===== src/rtl/nv_fifo_ctrl_128x14_pkg.sv =====
// Shared FIFO geometry for the 128x14 controller family.
// Depth, pointer, count and data widths live here.
package nv_fifo_ctrl_128x14_pkg;

  localparam int DEPTH = 128;
  localparam int AW    = 7;
  localparam int CW    = 8;
  localparam int DW    = 14;

  localparam logic [CW-1:0] FULL_CNT = CW'(DEPTH);

  function automatic logic [AW-1:0] ptr_inc(
    input logic [AW-1:0] p
  );
    return p + 1'b1;
  endfunction

endpackage


===== src/rtl/nv_ram_rwsp_128x14.sv =====
// 128x14 RAM: one write port, registered read address and read data.
// re latches ra into ra_d; ore latches mem[ra_d] into the output register.
module nv_ram_rwsp_128x14
  import nv_fifo_ctrl_128x14_pkg::*;
(
  input  logic          clk,
  input  logic [31:0]   pwrbus_ram_pd,
  input  logic          re,
  input  logic [AW-1:0] ra,
  input  logic          ore,
  input  logic          we,
  input  logic [AW-1:0] wa,
  input  logic [DW-1:0] di,
  output logic [DW-1:0] dout
);

  logic [DW-1:0] mem [DEPTH];
  logic [AW-1:0] ra_d;
  logic          unused_pwr;

  assign unused_pwr = ^pwrbus_ram_pd;

  always_ff @(posedge clk) begin
    if (we) mem[wa] <= di;
    if (re) ra_d <= ra;
    if (ore) dout <= mem[ra_d];
  end

endmodule


===== src/rtl/nv_fifo_ctrl_128x14.sv =====
// 128x14 valid/ready FIFO controller.
// Sequences a 2-stage-read RAM; slots free only on pop.
module nv_fifo_ctrl_128x14
  import nv_fifo_ctrl_128x14_pkg::*;
#(
  parameter int unsigned ALMOST_FULL_THR = 120
) (
  input  logic          nvdla_core_clk,
  input  logic          nvdla_core_rstn,
  input  logic          wr_pvld,
  output logic          wr_prdy,
  input  logic [DW-1:0] wr_pd,
  output logic          wr_almost_full,
  output logic          rd_pvld,
  input  logic          rd_prdy,
  output logic [DW-1:0] rd_pd,
  output logic [CW-1:0] occupancy,
  output logic          idle,
  input  logic [31:0]   pwrbus_ram_pd
);

  localparam logic [CW-1:0] AF_THR =
    CW'(ALMOST_FULL_THR);

  logic [AW-1:0] wr_ptr;
  logic [AW-1:0] rd_ptr;
  logic [CW-1:0] rd_avail;
  logic [CW-1:0] occ_nxt;
  logic [CW-1:0] avail_nxt;
  logic          a_vld;
  logic          b_vld;
  logic          push;
  logic          pop;
  logic          re;
  logic          ore;

  always_comb begin
    push      = wr_pvld && wr_prdy;
    pop       = b_vld && rd_prdy;
    ore       = a_vld && (!b_vld || rd_prdy);
    re        = (rd_avail != '0) && (!a_vld || ore);
    occ_nxt   = occupancy + CW'(push) - CW'(pop);
    avail_nxt = rd_avail + CW'(push) - CW'(re);
  end

  assign rd_pvld = b_vld;
  assign idle    = (occupancy == '0) && !a_vld && !b_vld;

  always_ff @(posedge nvdla_core_clk or negedge nvdla_core_rstn) begin
    if (!nvdla_core_rstn) begin
      wr_ptr         <= '0;
      rd_ptr         <= '0;
      rd_avail       <= '0;
      occupancy      <= '0;
      a_vld          <= 1'b0;
      b_vld          <= 1'b0;
      wr_prdy        <= 1'b0;
      wr_almost_full <= 1'b0;
    end else begin
      if (push) wr_ptr <= ptr_inc(wr_ptr);
      if (re) rd_ptr <= ptr_inc(rd_ptr);
      rd_avail       <= avail_nxt;
      occupancy      <= occ_nxt;
      a_vld          <= re | (a_vld & !ore);
      b_vld          <= ore | (b_vld & !rd_prdy);
      wr_prdy        <= occ_nxt < FULL_CNT;
      wr_almost_full <= occ_nxt >= AF_THR;
    end
  end

  nv_ram_rwsp_128x14 ram (
    .clk           (nvdla_core_clk),
    .pwrbus_ram_pd (pwrbus_ram_pd),
    .re            (re),
    .ra            (rd_ptr),
    .ore           (ore),
    .we            (push),
    .wa            (wr_ptr),
    .di            (wr_pd),
    .dout          (rd_pd)
  );

endmodule


===== config.mk =====
export PLATFORM = sky130hd
export DESIGN_NAME = nv_fifo_ctrl_128x14
export DESIGN_NICKNAME = d
export VERILOG_FILES = /design/src/rtl/nv_fifo_ctrl_128x14_pkg.sv /design/src/rtl/nv_ram_rwsp_128x14.sv /design/src/rtl/nv_fifo_ctrl_128x14.sv
export SDC_FILE = /design/constraint.sdc
export NUM_CORES = 2
export LEC_CHECK = 0
export CAP_MARGIN = 15
export CORE_ASPECT_RATIO = 1.1
export CORE_UTILIZATION = 55
export DETAILED_ROUTE_END_ITERATION = 10
export PLACE_DENSITY = 0.83
export SLEW_MARGIN = 40
export SYNTH_ARGS = -nofsm -noshare
export SYNTH_HDL_FRONTEND = slang
export SYNTH_SLANG_ARGS = --single-unit

===== constraint.sdc =====
create_clock -name nvdla_core_clk -period 3.5 [get_ports nvdla_core_clk]
set_input_delay 0.7 -clock nvdla_core_clk [delete_from_list [all_inputs] [get_ports nvdla_core_clk]]
set_output_delay 0.7 -clock nvdla_core_clk [all_outputs]
set_load 0.02 [all_outputs]

# After elaboration in Yosys (flattened, before gate mapping)
# Memory sizes are Yosys's and may differ from the RTL's. A register that Yosys moved wholly into a read port is not among the register bits.
# Index checks and enable logic that the tools add are counted.
# Widths: inputs -> output; s select.
[totals]
ff_bits = 41
ram_bits = 1792
input_bits = 50
output_inout_bits = 26
elab_cells = 38
n_memories = 1
[memory_table]
columns = ["name", "depth", "width", "read_ports", "rd_ports_with_merged_regs", "wr", "line_no", "text"]
rows = [
  ["ram.mem", 128, 14, 1, 1, 1, "nv_ram_rwsp_128x14.sv:17", "logic [DW-1:0] mem [DEPTH];"],
]
[op_classes]
addsub = 6
order_cmp = 2
n_mux = 2
n_bitwise = 4
n_reduce_logical = 14
[ops]
columns = ["cell", "n"]
rows = [
  ["$add 8x1->8", 2],
  ["$sub 8x1->8", 2],
  ["$add 7x1->7 const B", 2],
  ["$ge 8x7->1 const B", 1],
  ["$logic_not 8->1", 1],
  ["$lt 8x8->1 const B", 1],
  ["$reduce_bool 8->1", 1],
  ["$logic_and 1x1->1", 6],
  ["$logic_not 1->1", 4],
  ["$and 1x1->1", 2],
  ["$logic_or 1x1->1", 2],
  ["$mux 1", 2],
  ["$or 1x1->1", 2],
]

# Logic depth before layout (Yosys ltp)
[logic_depth]
word_depth = 6
ltp_mapped = 16
depth_no_buf = 16

# By module
# From an unflattened synthesis, not the netlist that was laid out.
[unflattened]
cells_unflattened = 2903
area_unflattened_um2 = 71098.2
[by_module_without_submodules]
columns = ["module", "n_inst", "cells_each", "area_each_um2", "seq_area_each_um2"]
rows = [
  ["nv_ram_rwsp_128x14", 1, 2730, 69198.9, 54442.2],
  ["nv_fifo_ctrl_128x14", 1, 173, 1899.3, 850.8],
]

# Least setup slack after synthesis
# OpenSTA, ideal clock, no wires.
[synth_timing]
path_kind = "input to register"
from = "input port rd_prdy"
to = "register rd_avail[6]"
setup_time_ns = 0.122
arrival_time_ns = 3.097
required_ns = 3.378
setup_slack_ns = 0.281
path_stages = 13
n_path_buf = 0
path_cell_list = "nor2b_1 -> a21oi_1 -> ha_1 -> inv_1 -> ha_1 -> inv_1 -> fa_1 -> nand2b_1 -> a21oi_1 -> o21ai_0 -> a21oi_1 -> nor2_1 -> xnor2_1"
[synth_via]
elab_chain_len = 5
[synth_rtl]
columns = ["item", "line_no", "text"]
rows = [
  ["start: declaration", "nv_fifo_ctrl_128x14.sv:15", "input logic rd_prdy,"],
  ["$logic_or 1x1->1", "nv_fifo_ctrl_128x14.sv:40", "ore = a_vld && (!b_vld || rd_prdy);"],
  ["$logic_and 1x1->1", "nv_fifo_ctrl_128x14.sv:40", ""],
  ["$logic_or 1x1->1", "nv_fifo_ctrl_128x14.sv:41", "re = (rd_avail != '0) && (!a_vld || ore);"],
  ["$logic_and 1x1->1", "nv_fifo_ctrl_128x14.sv:41", ""],
  ["via ram.re", "nv_ram_rwsp_128x14.sv:8", "input logic re,"],
  ["$sub 8x1->8", "nv_fifo_ctrl_128x14.sv:43", "avail_nxt = rd_avail + CW'(push) - CW'(re);"],
  ["via avail_nxt[6]", "nv_fifo_ctrl_128x14.sv:29", "logic [CW-1:0] avail_nxt;"],
  ["end signal: assignment", "nv_fifo_ctrl_128x14.sv:62", "rd_avail <= avail_nxt;"],
  ["end: declaration", "nv_fifo_ctrl_128x14.sv:27", "logic [CW-1:0] rd_avail;"],
]
# The timed path passes the listed nets, and every way through them passes these cells.
# A chain may end at the register's enable or synchronous reset.

==> summary.txt <==
Worst setup path
  – Startpoint types: flip-flop
  – RR Startpoint: ram.ra_d[0]
  – Critical path type: reg2reg
  – Worst R2R Setup Slack: 0.29 ns
  – Data arrival, critical path: between 3 and 4 ns
  – Crit. End Element: flip-flop
  – Worst setup path startpoint: ram.ra_d[0]
  – Path depth of the worst reg2reg path: 9
  – Worst r2r dst: ram.dout[5]
  – Crit Path Max Fanout: 7
  – CP required: slightly above 4 ns

Final layout
  – Layout area overhead: 13.69%
  – Share of layout cells above drive strength 1: 0.2417
  – Filler cells: 7865
  – Nets: approximately 3800

STA
  – Rel. slew slack: 0.4014
  – Pins Over Slew Limit: 0
  – Tmin final: between 3 and 4 ns
  – Unrepaired setup endpoints after global routing: false
  – Final setup violation count: 0
  – Clock Skews: 0.03823 ns
  – Achievable Freq: 311.3 MHz
  – Worst Tran Pin Value: 0.8980 ns
  – Period utilisation layout: 0.9180
  – Final hold violation count: 0
  – Post-route setup TNS: 0 ns

Routing
  – Drt via density: 6.755
  – ANT nets after route: 0
  – DRC errors left: 0
  – Final WL: 176.1 mm
  – Avg WL per Cell: 31.94 um
  – Routed via count: 37230
  – Detailed Route Iter0 Violations: around 5400
  – Length of the first detailed-routing pass in iterations: 7

Synthesis
  – Syn. warnings: 0
  – Syn_area_per_cell: 20.91 um^2
  – Main synth FF type: edfxtp_1
  – Synth area leader: edfxtp_1
  – Synthesized instance count: 3399
  – Synth top area share: 0.7661
  – Synthesized area: 71060 um^2
  – FFs w/ async S/R, synth: 0.01841
  – Syn nets: between 3000 and 4000
  – Synth unique cells: 47
  – Register bit total from synthesis: 1847
  – Post-synth EDFFs: 1813
  – Cells taking the most area after synthesis: edfxtp_1 (77%), mux4_2 (11%), mux2i_1 (3.2%), dfrtp_1 (1.2%), a211oi_1 (1.2%)
  – Sequential area share after synthesis: 0.7781

Global routing
  – Initial antenna violation count: 1
  – Largest net degree at the start of global routing: 92
  – Global Route Usage Sum: 0.2739
  – First-pass GRT wire length: 255.9 mm
  – Number of global-route vias before repair: 37650
  – Gr ovfl total: 0

Pwr
  – VDD IR max: about 570 uV
  – P_leak: 26.33 nW
  – Final Power: between 0.05 and 0.06 W
  – P per Cell Area: about 680 nW/um^2

Placed design
  – IO Port Bufs: 43
  – DP Wirelength: 100.7 mm
  – Placer Congestion: 0.8562

Clock tree
  – Clock Path Buffers: 3
  – Clk root buf: clkbuf_16
  – CTS tree: yes
  – Depth of the CTS H-tree: 4
  – Setup bufs post-CTS: 0
  – Clock-pin slew on the worst setup and hold paths: 0.06 ns
  – CTS Buf Count: 169
  – Sink Count: 1847
  – Worst skew pair latency: 0.79 ns

Min path
  – HP Class: in2reg
  – Hold wc startpoint: wr_pd[5]
  – Hold EP: ram.mem[117][5]
  – WHS Path Cells: 1

Job
  – MaxCap Viol Count: 0

Run status
  – Status: finished clean

Floorplan
  – Initial Utilization: 0.5572
  – Die height: 379.0 um
  – Site Rows: around 140
  – Core area: 127500 um^2
  – Die width: roughly 340 um
  – Die area: roughly 130000 um^2
  – Io pins: 76
layout by cell type (no fill, tap or decap), drive strengths merged, types with 8 or more instances in the layout:
cell           count
dfrtp             34
ha                24
nand2            151
nor2             135
a2111oi           14
clkdlybuf4s50     28
clkbuf           207
clkinv            75
bufinv            15
xor2               9
xnor2             15
nor2b              9
buf              293
o22ai            112
a22oi            112
a21oi              8
nand3             24
edfxtp          1813
inv               36
mux4             336
a211oi           112
mux2i            224
sequential cells by signal, indices dropped and copies added (netlist names):
| name | cells |
|---|---|
| ram.mem | 1792 |
| ram.dout | 14 |
| occupancy | 8 |
| rd_avail | 8 |
| ram.ra_d | 7 |
| rd_ptr | 7 |
| wr_ptr | 7 |
| a_vld | 1 |
| rd_pvld | 1 |
| wr_almost_full | 1 |
| wr_prdy | 1 |
worst max-delay path by stage:
| stage | to | slack, ns | cells past startpoint |
|---|---|---|---|
| global placement | rd_avail[6] | 0.15 | 14 |
| floorplan | rd_avail[6] | 0.28 | 13 |
| detailed placement | wr_almost_full | 0.07 | 13 |
| finish | ram.dout[5] | 0.29 | 9 |
| CTS | idle | 0.27 | 5 |
| global route | idle | 0.21 | 5 |
logic make-up (layout without fill, tap and decap cells):
| kind of cell | Yosys count | in the layout | share of synthesized area |
|---|---|---|---|
| buffers and inverters | 215 | 659 | 0.01398 |
| flip-flops | 1847 | 1847 | 0.7781 |
| adder cells (fa/ha/maj) | 26 | 26 | 0.004789 |
| XOR/XNOR | 24 | 24 | 0.002958 |
| other | 0 | 1 | 0 |
| multiplexers | 561 | 561 | 0.1382 |
| AND/OR/NAND/NOR | 357 | 357 | 0.02129 |
| AO/OA/AOI/OAI | 369 | 369 | 0.04069 |
repair_timing:
item	in CTS	in global routing
hold buffers	1	0
endpoints found under the setup margin	0	0
gates resized for setup	0	0
hold endpoints to repair	34	0
final cells by class:
class,instances,area (um^2),share of cell area
antenna,1,2.502,0.00003097
clock buffer,207,4552,0.05634
inverter,28,105.1,0.001301
clock inverter,102,940.9,0.01165
multi-input combinational,1337,14800,0.1832
timing repair buffer,322,3010,0.03726
tap,1668,2087,0.02583
sequential,1847,55290,0.6844
metal layers:
layer,up-vias,part of all wire,global-route usage
li1,14700,-,-
met1,19130,0.34,0.3491
met2,2894,0.50,0.4508
met3,506,0.10,0.05013
met4,0,0.057,0.1438
met5,-,0,0
Yosys cell counts, drive strengths merged, types with 2 or more instances:
master and count:
a2111oi 14, a211oi 112, a21oi 8, a221oi 2, a22oi 112, and2 5, and3 3, buf 103
clkbuf 84, dfrtp 34, edfxtp 1813, fa 2, ha 24, inv 27, mux2i 224, mux4 336
nand2 151, nand2b 3, nand3 24, nand3b 7, nand4 2, nand4b 2, nor2 135, nor2b 9
o21ai 2, o21bai 3, o22ai 112, or2 7, or3 2, or3b 4, xnor2 15, xor2 9
stage by stage:
stage / hold slack, ns / utilization / cell area, um^2 / instances / setup slack (ns)
after global routing: 0.3872 / 0.6335 / 80790 / 5511 / 0.2092
after global placement: 0.4586 / 0.5903 / 75280 / 5201 / 0.1517
after CTS: 0.3641 / 0.6334 / 80790 / 5511 / 0.2725
final: 0.3855 / 0.6335 / 80790 / 5512 / 0.2871
after floorplan: 0.4044 / - / 71060 / 3399 / 0.2808
after detailed placement: 0.4590 / 0.5903 / 75280 / 5201 / 0.06686
worst max-delay path, stage by stage, from the launching register on:
cell and delay [ns]:
edfxtp_1 0.43, buf_12 0.18, or3b_4 0.52, buf_4 0.22, o22ai_2 0.14, a211oi_1 0.07, nand2_1 0.28, nand3_1 0.32
a2111oi_2 0.69, buf_4 0.22
power by group:
part | switching, W | internal (W) | total, W
clock network | 0.00799 | 0.0104 | 0.0184
registers | 0.000333 | 0.0248 | 0.0252
logic | 0.00660 | 0.00470 | 0.0113
total | 0.0149 | 0.0399 | 0.0548
No activity file was read; power rests on OpenSTA's default activity.
